===== src/rtl/sd4_mac_seq_ctrl.sv =====
// SD4 MAC sequencer: feeds tiles into the input register, tracks them
// through the multiply pipe and hands the accumulated result to writeback.
module sd4_mac_seq_ctrl #(
    parameter int MAC_LAT = 3,
    parameter int LEN_W   = 8
) (
    input  logic             clk,
    input  logic             rst,
    input  logic             start,
    input  logic [LEN_W-1:0] cfg_len,
    input  logic             in_valid,
    output logic             in_ready,
    output logic             ld_en,
    output logic             bias_ld,
    output logic             acc_en,
    output logic             acc_first,
    output logic             acc_last,
    output logic             res_valid,
    input  logic             res_ready,
    output logic             busy,
    output logic             cfg_err
);

    typedef enum logic [1:0] {
        IDLE,
        FEED,
        DRAIN,
        OUT
    } state_e;

    state_e             state_q, state_d;
    logic [LEN_W-1:0]   len_q, len_d;
    logic [LEN_W-1:0]   cnt_q, cnt_d;
    logic [MAC_LAT-1:0] pv_q, pv_d;
    logic [MAC_LAT-1:0] pf_q, pf_d;
    logic [MAC_LAT-1:0] pl_q, pl_d;
    logic               tile_last;

    assign tile_last = (cnt_q == (len_q - LEN_W'(1)));
    assign ld_en     = in_valid & in_ready;
    assign acc_en    = pv_q[MAC_LAT-1];
    assign acc_first = pf_q[MAC_LAT-1];
    assign acc_last  = pl_q[MAC_LAT-1];
    assign busy      = (state_q != IDLE);

    // Next-state and handshake outputs of the job sequencer
    always_comb begin
        state_d   = state_q;
        len_d     = len_q;
        cnt_d     = cnt_q;
        in_ready  = 1'b0;
        bias_ld   = 1'b0;
        cfg_err   = 1'b0;
        res_valid = 1'b0;
        unique case (state_q)
            IDLE: begin
                if (start) begin
                    if (cfg_len != '0) begin
                        len_d   = cfg_len;
                        cnt_d   = '0;
                        bias_ld = 1'b1;
                        state_d = FEED;
                    end else begin
                        cfg_err = 1'b1;
                    end
                end
            end
            FEED: begin
                in_ready = 1'b1;
                if (in_valid) begin
                    cnt_d = cnt_q + LEN_W'(1);
                    if (tile_last) begin
                        state_d = DRAIN;
                    end
                end
            end
            DRAIN: begin
                if (acc_en && acc_last) begin
                    state_d = OUT;
                end
            end
            OUT: begin
                res_valid = 1'b1;
                if (res_ready) begin
                    state_d = IDLE;
                end
            end
            default: state_d = IDLE;
        endcase
    end

    // Pipe tracker: tag each accepted tile and shift it every cycle
    always_comb begin
        pv_d    = pv_q;
        pf_d    = pf_q;
        pl_d    = pl_q;
        pv_d[0] = ld_en;
        pf_d[0] = ld_en & (cnt_q == '0);
        pl_d[0] = ld_en & tile_last;
        for (int i = 1; i < MAC_LAT; i++) begin
            pv_d[i] = pv_q[i-1];
            pf_d[i] = pf_q[i-1];
            pl_d[i] = pl_q[i-1];
        end
    end

    // State, counters and pipe tags; reset discards in-flight tiles
    always_ff @(posedge clk) begin
        if (rst) begin
            state_q <= IDLE;
            len_q   <= '0;
            cnt_q   <= '0;
            pv_q    <= '0;
            pf_q    <= '0;
            pl_q    <= '0;
        end else begin
            state_q <= state_d;
            len_q   <= len_d;
            cnt_q   <= cnt_d;
            pv_q    <= pv_d;
            pf_q    <= pf_d;
            pl_q    <= pl_d;
        end
    end

endmodule


===== config.mk =====
export PLATFORM = sky130hd
export DESIGN_NAME = sd4_mac_seq_ctrl
export DESIGN_NICKNAME = d
export VERILOG_FILES = /design/src/rtl/sd4_mac_seq_ctrl.sv
export SDC_FILE = /design/constraint.sdc
export NUM_CORES = 1
export LEC_CHECK = 0
export BUFFER_PORTS_ARGS = -buffer_cell sky130_fd_sc_hd__buf_2
export CELL_PAD_IN_SITES_DETAIL_PLACEMENT = 1
export CELL_PAD_IN_SITES_GLOBAL_PLACEMENT = 2
export CORE_MARGIN = 2
export CORE_UTILIZATION = 35
export CTS_BUF_LIST = sky130_fd_sc_hd__clkbuf_2 sky130_fd_sc_hd__clkbuf_4 sky130_fd_sc_hd__clkbuf_8
export DETAILED_ROUTE_END_ITERATION = 8
export MAX_ROUTING_LAYER = met4
export PLACE_DENSITY = 0.88
export SLEW_MARGIN = 20
export SYNTH_ARGS = -nofsm -noshare
export SYNTH_HDL_FRONTEND = slang
export SYNTH_SLANG_ARGS = --single-unit

===== constraint.sdc =====
create_clock -name clk -period 2.42 [get_ports clk]
set_input_delay 0.242 -clock clk [delete_from_list [all_inputs] [get_ports clk]]
set_output_delay 0.242 -clock clk [all_outputs]
set_load 0.02 [all_outputs]

## After elaboration in Yosys (flattened, before gate mapping)

Cells that the tools add are included.
Widths: inputs -> output; s select.

- Word-level logic and storage cells: 49
- Register bits: 27
- Input bits: 13

- Reductions and logical operators: 9
- Bitwise operators: 3
- Eq/ne operators: 10
- $add $sub $neg: 2
- Mux-type cells: 19

Operator list:

| kind | number |
|---|---|
| $mux 8 | 3 |
| $pmux 8 s2 | 1 |
| $mux 2 | 6 |
| $ne 2x2->1 const B | 6 |
| $add 8x1->8 const B | 1 |
| $eq 8x8->1 | 1 |
| $logic_not 8->1 | 1 |
| $mux 1 | 8 |
| $pmux 2 s4 | 1 |
| $reduce_bool 8->1 | 1 |
| $sub 8x1->8 const B | 1 |
| $reduce_and 6->1 | 1 |
| $eq 2x2->1 const B | 2 |
| $reduce_and 4->1 | 1 |
| $reduce_bool 2->1 | 2 |
| $and 1x1->1 | 3 |
| $reduce_and 3->1 | 1 |
| $eq 2x1->1 const B | 1 |
| $logic_not 2->1 | 1 |
| $logic_and 1x1->1 | 1 |

## Longest topological paths before layout

Gate-level depths: netlist of the first run.

- Word-level depth: 5
- Depth in mapped cells: 9
- Gate-level depth less buffers: 8

## Worst setup path after synthesis of the first run

Ideal clock, no wire load.

- Path kind: register to register
- Start point: reg state_q[1]
- End point: reg cnt_q[7]
- Path slack: 437 ps
- Arrival time: 1,854 ps
- Stages on the path, launching flop included: 9
- Setup time: 129 ps
- Cells stage by stage: dfxtp_1 -> inv_1 -> ha_1 -> clkbuf_1 -> o21a_1 -> a2111oi_2 -> nand4_1 -> xor2_1 -> nor2_1

- Word-level cells in the longest chain between the ends: 3

RTL lines:

| item | line | source |
|---|---|---|
| start, declared | 31 | `state_e state_q, state_d;` |
| start signal, assigned | 117 | `state_q <= state_d;` |
| $eq 2x1->1 / $logic_not 2->1 (equally long branches) | 55 | `unique case (state_q)` |
| $ne 2x2->1 (no line) / $reduce_bool 2->1 (equally long branches) | n/a |  |
| $reduce_and 4->1 (no line) | n/a |  |
| end signal, assigned | 119 | `cnt_q <= cnt_d;` |
| end, declared | 33 | `logic [LEN_W-1:0] cnt_q, cnt_d;` |

Parallel ways exist; a longest one is shown, timed or not.
A chain may end at the register's enable or synchronous reset.

## Worst setup path in the final report of the first run

- Start point: reg state_q[1]
- End point: reg cnt_q[4]

Same word-level chain as after synthesis.

==> qor.yml, run 1 <==
power_and_ir_drop:
  vdd_ir_drop_max_uv: 376
  leakagePower_nw: 0.694
  power_density_nw_per_um2: 892
critical_path:
  setup.worst_path.class: "reg2reg"
  crit_required_ns: 2.57
  slowest_delay_ns: 0.53
  cp_num_buf_inv: 1
  worstSetupStartpointType: "register"
  cp_cell_sequence: "inv_1, ha_1, o21a_1, a211oi_1, and3_1, xnor2_1, nor2_1"
  r2r_end: "cnt_q[4]$_SDFFE_PP0P_"
  critPathSlowestCell: "a211oi_1"
  reg2reg_from: "state_q[1]$_SDFFE_PP0P_"
  critical-path-top-delay-family: "compound AO/OA/AOI/OAI gates"
  worstPathArrival_ns: 2.16
  critPathMaxFanout: 4
  reg2reg_depth: 7
  r2r_setup_slack_ns: 0.40
  end_kind: "register"
clock_network:
  cts_tree: "done"
  root_buffer: "clkbuf_8"
  clock-sinks: 27
  clock_path_buffers: 2
  cts_setup_buffers: 0
  clk_latency_ns: 0.27
  cts_buffers: 3
  cts_max_level: 1
  path_clk_slew_ns: 0.09
  ctsResizeCount: 0
  hold_buffers: 0
cells_and_area:
  multi_input_area_um2: 861
  final_nets: 214
  drive_above_1_share_pct: 17.1
  area_growth_pct: 13.8
  diodes: 0
  register_area_um2: 541
  fillers: 505
timing:
  setup_viol: 0
  hold_violations: 0
  holdWs_ns: 0.219
  fin_crit_sh_pct: 83.5
  clock_skew_ns: 0.00186
  fin_setup_tns_ns: 0
  period_needed_ns: 2.02
  drv_slew: 0
  relSlewSlack_pct: 49.6
  tightest_slew_ns: 0.756
  max_freq_mhz: 495
  rsz0062_at_grt: "false"
route:
  vias_per_cell: 5.12
  antenna_left: 0
  post_drt_wl_per_cell_um: 14.4
  wl_met3_um: 128
  vias: 1244
  wl_met2_um: 1770
  wl_met1_um: 1560
  drc_errors: 0
  totalWireLength_um: 3490
  top_layer_used: "met4"
  dr.pass1.iters: 4
  drt_iter0_markers: 34
run_status:
  status: "complete, no violations"
synth:
  ys.warnings.count: 0
  async_reset_ff_share_pct: 0
  synth_ff_type: "dfxtp_1"
  synth_edf_count: 0
  ys_ff_latch: 27
  yosysSeqAreaShare_pct: 36.6
  post_synth.cell_area_avg_um2: 8.58
  syn_area_um2: 1480
  yosys-top-cells-area: "dfxtp_1 37%, nor2_1 6.1%, ha_1 5.9%"
  synth.distinct_cells: 43
  postSynthCellCount: 172
  synth.top_cell.area_share_pct: 36.6
  syn-num-nets: 192
  yosys.area.top_type: "dfxtp_1"
die:
  die_y_um: 68.9
  initial_utilization_pct: 36.6
  core.rowCount: 23
  die_x_um: 68.9
  dieArea_um2: 4750
  core_area_um2: 4030
  ios: 22
global_routing:
  track_usage_pct: 17.4
  grt_pass1_wl_um: 5940
  grt_start_max_net_pins: 27
  grt_overflow: 0
  grt_pass1_vias: 1270
  antenna_found_initial: 0
place:
  place_congestion: 0.784
  place_hpwl_um: 2730
  portBuffers: 21
hold_path:
  hp-class: "in2reg"
  hold_path_depth: 3
  holdPathEnd: "len_q[3]$_SDFFE_PP0P_"
  min_from: "cfg_len[3]"
job:
  maxCapViolations: 0
==> area by class of cell <==
type | instances | share of cell area (%)
sequential | 27 | 32.2
timing repair buffer | 23 | 7.15
clock buffer | 3 | 2.46
clock inverter | 1 | 0.298
multi-input combinational | 126 | 51.3
tap | 50 | 3.73
inverter | 13 | 2.91
==> tightest hold or removal path: cells and delay by family <==
kind,cells,cell delay (ns)
buf+inv,1,0.09
simple gates,1,0.07
mux,1,0.06
==> cells in the mapped netlist (3+ instances only) <==
| cell type | n |
|---|---|
| and3_1 | 4 |
| clkbuf_1 | 3 |
| dfxtp_1 | 27 |
| ha_1 | 7 |
| inv_1 | 12 |
| mux2i_1 | 8 |
| nand2_1 | 13 |
| nand3_1 | 5 |
| nor2_1 | 24 |
| nor2b_1 | 8 |
| nor3_1 | 4 |
| nor4_1 | 3 |
| xnor2_1 | 9 |
| xor2_1 | 6 |
==> cell usage in the layout (no fill, tap or decap), types with 3 or more instances in the layout <==
cell and instances:
inv_1 12, nor4_1 3, xor2_1 6, nor2_1 24, mux2i_1 8, nor2b_1 8, clkbuf_8 3, buf_2 21
nand3_1 5, xnor2_1 9, dfxtp_1 27, and3_1 4, nor3_1 4, nand2_1 13, ha_1 7
==> cell families (layout without fill, tap and decap cells) <==
| kind of cell | count (synthesis) | after routing | share of synthesized area (%) |
|---|---|---|---|
| buffers and inverters | 19 | 40 | 5.00 |
| and+or+nand+nor | 76 | 76 | 26.9 |
| DFF | 27 | 27 | 36.6 |
| AOI/OAI and AO/OA | 20 | 20 | 11.2 |
| muxes | 8 | 8 | 5.43 |
| adders and majority gates | 7 | 7 | 5.94 |
| xor gates and xnor gates | 15 | 15 | 8.91 |
==> metrics by stage <==
| stage | power (mW) | cells | worst slack (ns) | cell area (µm²) | utilization (%) |
|---|---|---|---|---|---|
| 2_1_floorplan | 1.07 | 172 | 0.437 | 1480 | - |
| 3_3_place_gp | 1.22 | 239 | 0.409 | 1630 | 40.5 |
| 3_5_place_dp | 1.25 | 239 | 0.361 | 1630 | 40.5 |
| 6_report | 1.50 | 243 | 0.401 | 1680 | 41.7 |
| 5_1_grt | 1.62 | 243 | 0.181 | 1680 | 41.7 |
| 4_1_cts | 1.51 | 243 | 0.348 | 1680 | 41.7 |
==> power breakdown <==
group / internal, mW / total [mW] / switching [mW]
clock: 0.115 / 0.253 / 0.137
combinational: 0.298 / 0.692 / 0.395
sequential: 0.495 / 0.552 / 0.0575
==> per-layer routing <==
layer / vias to the layer above / GRT usage (%)
met5: - / -
met4: 0 / 2.94
met3: 4 / 3.90
met2: 21 / 31.6
met1: 586 / 19.7
li1: 633 / -
==> registers in the layout, indices dropped and copies added, names as in the netlist <==
register,count
state_q,2
pv_q,3
pl_q,3
pf_q,3
cnt_q,8
len_q,8
==> how the worst max path moves through the flow <==
stage,start,endpoint,slack (ns),depth (start not counted)
after floorplan,state_q[1]$_SDFFE_PP0P_,cnt_q[7]$_SDFFE_PP0P_,0.44,8
after global placement,state_q[1]$_SDFFE_PP0P_,cnt_q[4]$_SDFFE_PP0P_,0.41,7
after detailed placement,state_q[1]$_SDFFE_PP0P_,cnt_q[4]$_SDFFE_PP0P_,0.36,7
after CTS,state_q[1]$_SDFFE_PP0P_,cnt_q[4]$_SDFFE_PP0P_,0.35,7
after global routing,state_q[1]$_SDFFE_PP0P_,cnt_q[7]$_SDFFE_PP0P_,0.18,7
final,state_q[1]$_SDFFE_PP0P_,cnt_q[4]$_SDFFE_PP0P_,0.40,7
(Power assumes the default switching activity.)
==> inputs of run 2 (changes only) <==
--- a/config.mk
+++ b/config.mk
@@ -9,11 +9,11 @@
 export CELL_PAD_IN_SITES_DETAIL_PLACEMENT = 1
 export CELL_PAD_IN_SITES_GLOBAL_PLACEMENT = 2
 export CORE_MARGIN = 2
-export CORE_UTILIZATION = 35
+export CORE_UTILIZATION = 32
 export CTS_BUF_LIST = sky130_fd_sc_hd__clkbuf_2 sky130_fd_sc_hd__clkbuf_4 sky130_fd_sc_hd__clkbuf_8
 export DETAILED_ROUTE_END_ITERATION = 8
 export MAX_ROUTING_LAYER = met4
-export PLACE_DENSITY = 0.88
+export PLACE_DENSITY = 0.85
 export SLEW_MARGIN = 20
 export SYNTH_ARGS = -nofsm -noshare
 export SYNTH_HDL_FRONTEND = slang
==> constraint.sdc (replaced) <==
create_clock -name clk -period 1.7 [get_ports clk]
set_input_delay 0.17 -clock clk [delete_from_list [all_inputs] [get_ports clk]]
set_output_delay 0.17 -clock clk [all_outputs]
set_load 0.02 [all_outputs]
==> run 2 against run 1 <==
The run now ends with negative setup slack left. Design area is 20% higher. Critical path depth is 1 lower. Clock-buffer cell count increased by 1. First-iteration DRC count is 110% higher. Register-to-register slack worse by 0.60 ns. Total power increased by 77%. Sequential share of layout area shrank 5.2 points. Combinational power up 120%. Largest cell class unchanged. Utilization grew 4.5 points.
==> qor.yml, run 2 (synthesis gave the netlist of run 1 again) <==
critical_path:
  worstSetupStartpointType: "register"
  critical-path-top-delay-family: "simple AND/OR/NAND/NOR gates"
  cp_cell_sequence: "or4_4, or3_4, nand3_4, a31oi_4, nand4b_1, o311ai_2"
  end_kind: "register"
  slowest_delay_ns: 0.57
  critPathMaxFanout: 4
  worstPathArrival_ns: 2.07
  setup.worst_path.class: "reg2reg"
  cp_num_buf_inv: 0
  crit_required_ns: 1.88
  critPathSlowestCell: "or4_4"
power_and_ir_drop:
  vdd_ir_drop_max_uv: 591
  power_density_nw_per_um2: 1310
  leakagePower_nw: 0.851
timing:
  rsz0062_at_grt: "true"
  hold_violations: 0
  drv_slew: 0
  setup_viol: 4
  tightest_slew_ns: 0.738
  clock_skew_ns: 0.00719
  max_freq_mhz: 528
  relSlewSlack_pct: 50.8
  layout_setup_ws_ns: -0.195
  fin_crit_sh_pct: 111
  period_needed_ns: 1.90
clock_network:
  clk_latency_ns: 0.27
  clock-sinks: 27
  clock_path_buffers: 2
  root_buffer: "clkbuf_8"
  cts_buffers: 3
  hold_buffers: 0
  cts_max_level: 1
  cts_tree: "done"
  path_clk_slew_ns: 0.09
global_routing:
  track_usage_pct: 16.6
  grt_pass1_vias: 1442
  antenna_found_initial: 0
  grt_start_max_net_pins: 27
  grt_overflow: 0
  grt_pass1_wl_um: 6720
cells_and_area:
  area_growth_pct: 37.2
  final_common_cell: "buf_4"
  final_nets: 238
  layout.cells.non_filler: 269
  drive_above_1_share_pct: 39.2
  final_cell_mix: "25 x buf_4, 22 x nor2_1, 22 x dfxtp_1"
  final_util_pct: 46.1
  diodes: 0
  reg_top3: "cnt_q: 8 flops, len_q: 8 flops"
die:
  core.rowCount: 24
  core_area_um2: 4380
  dieArea_um2: 5170
  die_x_um: 71.9
  initial_utilization_pct: 33.6
  ios: 22
  die_y_um: 71.9
route:
  vias: 1392
  totalWireLength_um: 4080
  post_drt_wl_per_cell_um: 15.2
  dr.pass1.iters: 6
  drt_iter0_markers: 71
  drc_errors: 0
  vias_per_cell: 5.17
  antenna_left: 0
job:
  maxCapViolations: 0
hold_path:
  hp-class: "in2reg"
run_status:
  status: "finished with violations"
  failed_checks: "negative setup slack"
place:
  portBuffers: 21
  place_congestion: 0.899
  place_hpwl_um: 3100
  dpl.cell_count: 260
[run 2: changes by cell type in the layout (fill, tap and decap cells not counted), sizes merged]
cell | previous run | this run
buf | 23 | 47
clkbuf | 3 | 4
clkinv | 1 | 0
[run 2: worst paths after layout]
check / from / to / slack (ns) / depth (start not counted)
setup / recovery: len_q[3]$_SDFFE_PP0P_ / state_q[1]$_SDFFE_PP0P_ / -0.20 / 6
hold reg to reg: pf_q[0]$_SDFF_PP0_ / pf_q[1]$_SDFF_PP0_ / 0.45 / 1
setup reg to reg: len_q[3]$_SDFFE_PP0P_ / state_q[1]$_SDFFE_PP0P_ / -0.20 / 6
hold / removal: cfg_len[2] / len_q[2]$_SDFFE_PP0P_ / 0.16 / 3
[run 2: what timing repair did]
item,4_1_cts,5_1_grt
pin swaps,3,8
hold endpoints to repair,0,0
setup endpoints to repair,6,14
setup buffers,4,1
gates resized for setup,12,16
[run 2: layout make-up]
cell class              count  area [µm²]
well taps                  52        65.1
flip-flops and latches     27         547
fillers                   541        2360
repair buffers             47         304
multi-input cells         126        1000
clock buffers               4        48.8
inverters                  13        53.8
[run 2: worst register-to-register path: stages, from the launching register on]
cell      delay [ns]
dfxtp_2         0.33
or4_4           0.57
or3_4           0.36
nand3_4         0.09
a31oi_4         0.10
nand4b_1        0.24
o311ai_2        0.12
[run 2: per-stage QoR]
stage / total power, mW / TNS [ns] / hold slack, ns / area [µm²] / setup slack [ns]
2_1_floorplan: 1.62 / -0.0594 / 0.266 / 1520 / -0.0305
3_3_place_gp: 1.94 / -0.177 / 0.417 / 1810 / -0.107
3_5_place_dp: 1.99 / -0.746 / 0.433 / 1810 / -0.171
4_1_cts: 2.49 / -0.372 / 0.155 / 1940 / -0.147
5_1_grt: 2.84 / -0.748 / 0.171 / 2020 / -0.277
6_report: 2.65 / -0.453 / 0.159 / 2020 / -0.195
[run 2: report_power, final]
| group | switching, mW | leakage, nW | internal, mW |
|---|---|---|---|
| Sequential | 0.0615 | 0.221 | 0.712 |
| Clock | 0.190 | 0.0262 | 0.184 |
| Combinational | 0.759 | 0.603 | 0.745 |
| Total | 1.01 | 0.851 | 1.64 |
[run 2: per-layer routing]
layer  track usage [%]  routed length [µm]  up-vias  share of wire (%)
met4              4.19                 148        0                3.6
li1                  -                   -      681                  -
met1              19.6                1720      664                 42
met3              3.47                 196       10                4.8
met2              29.0                2020       37                 49
met5                 -                   0        -                  0
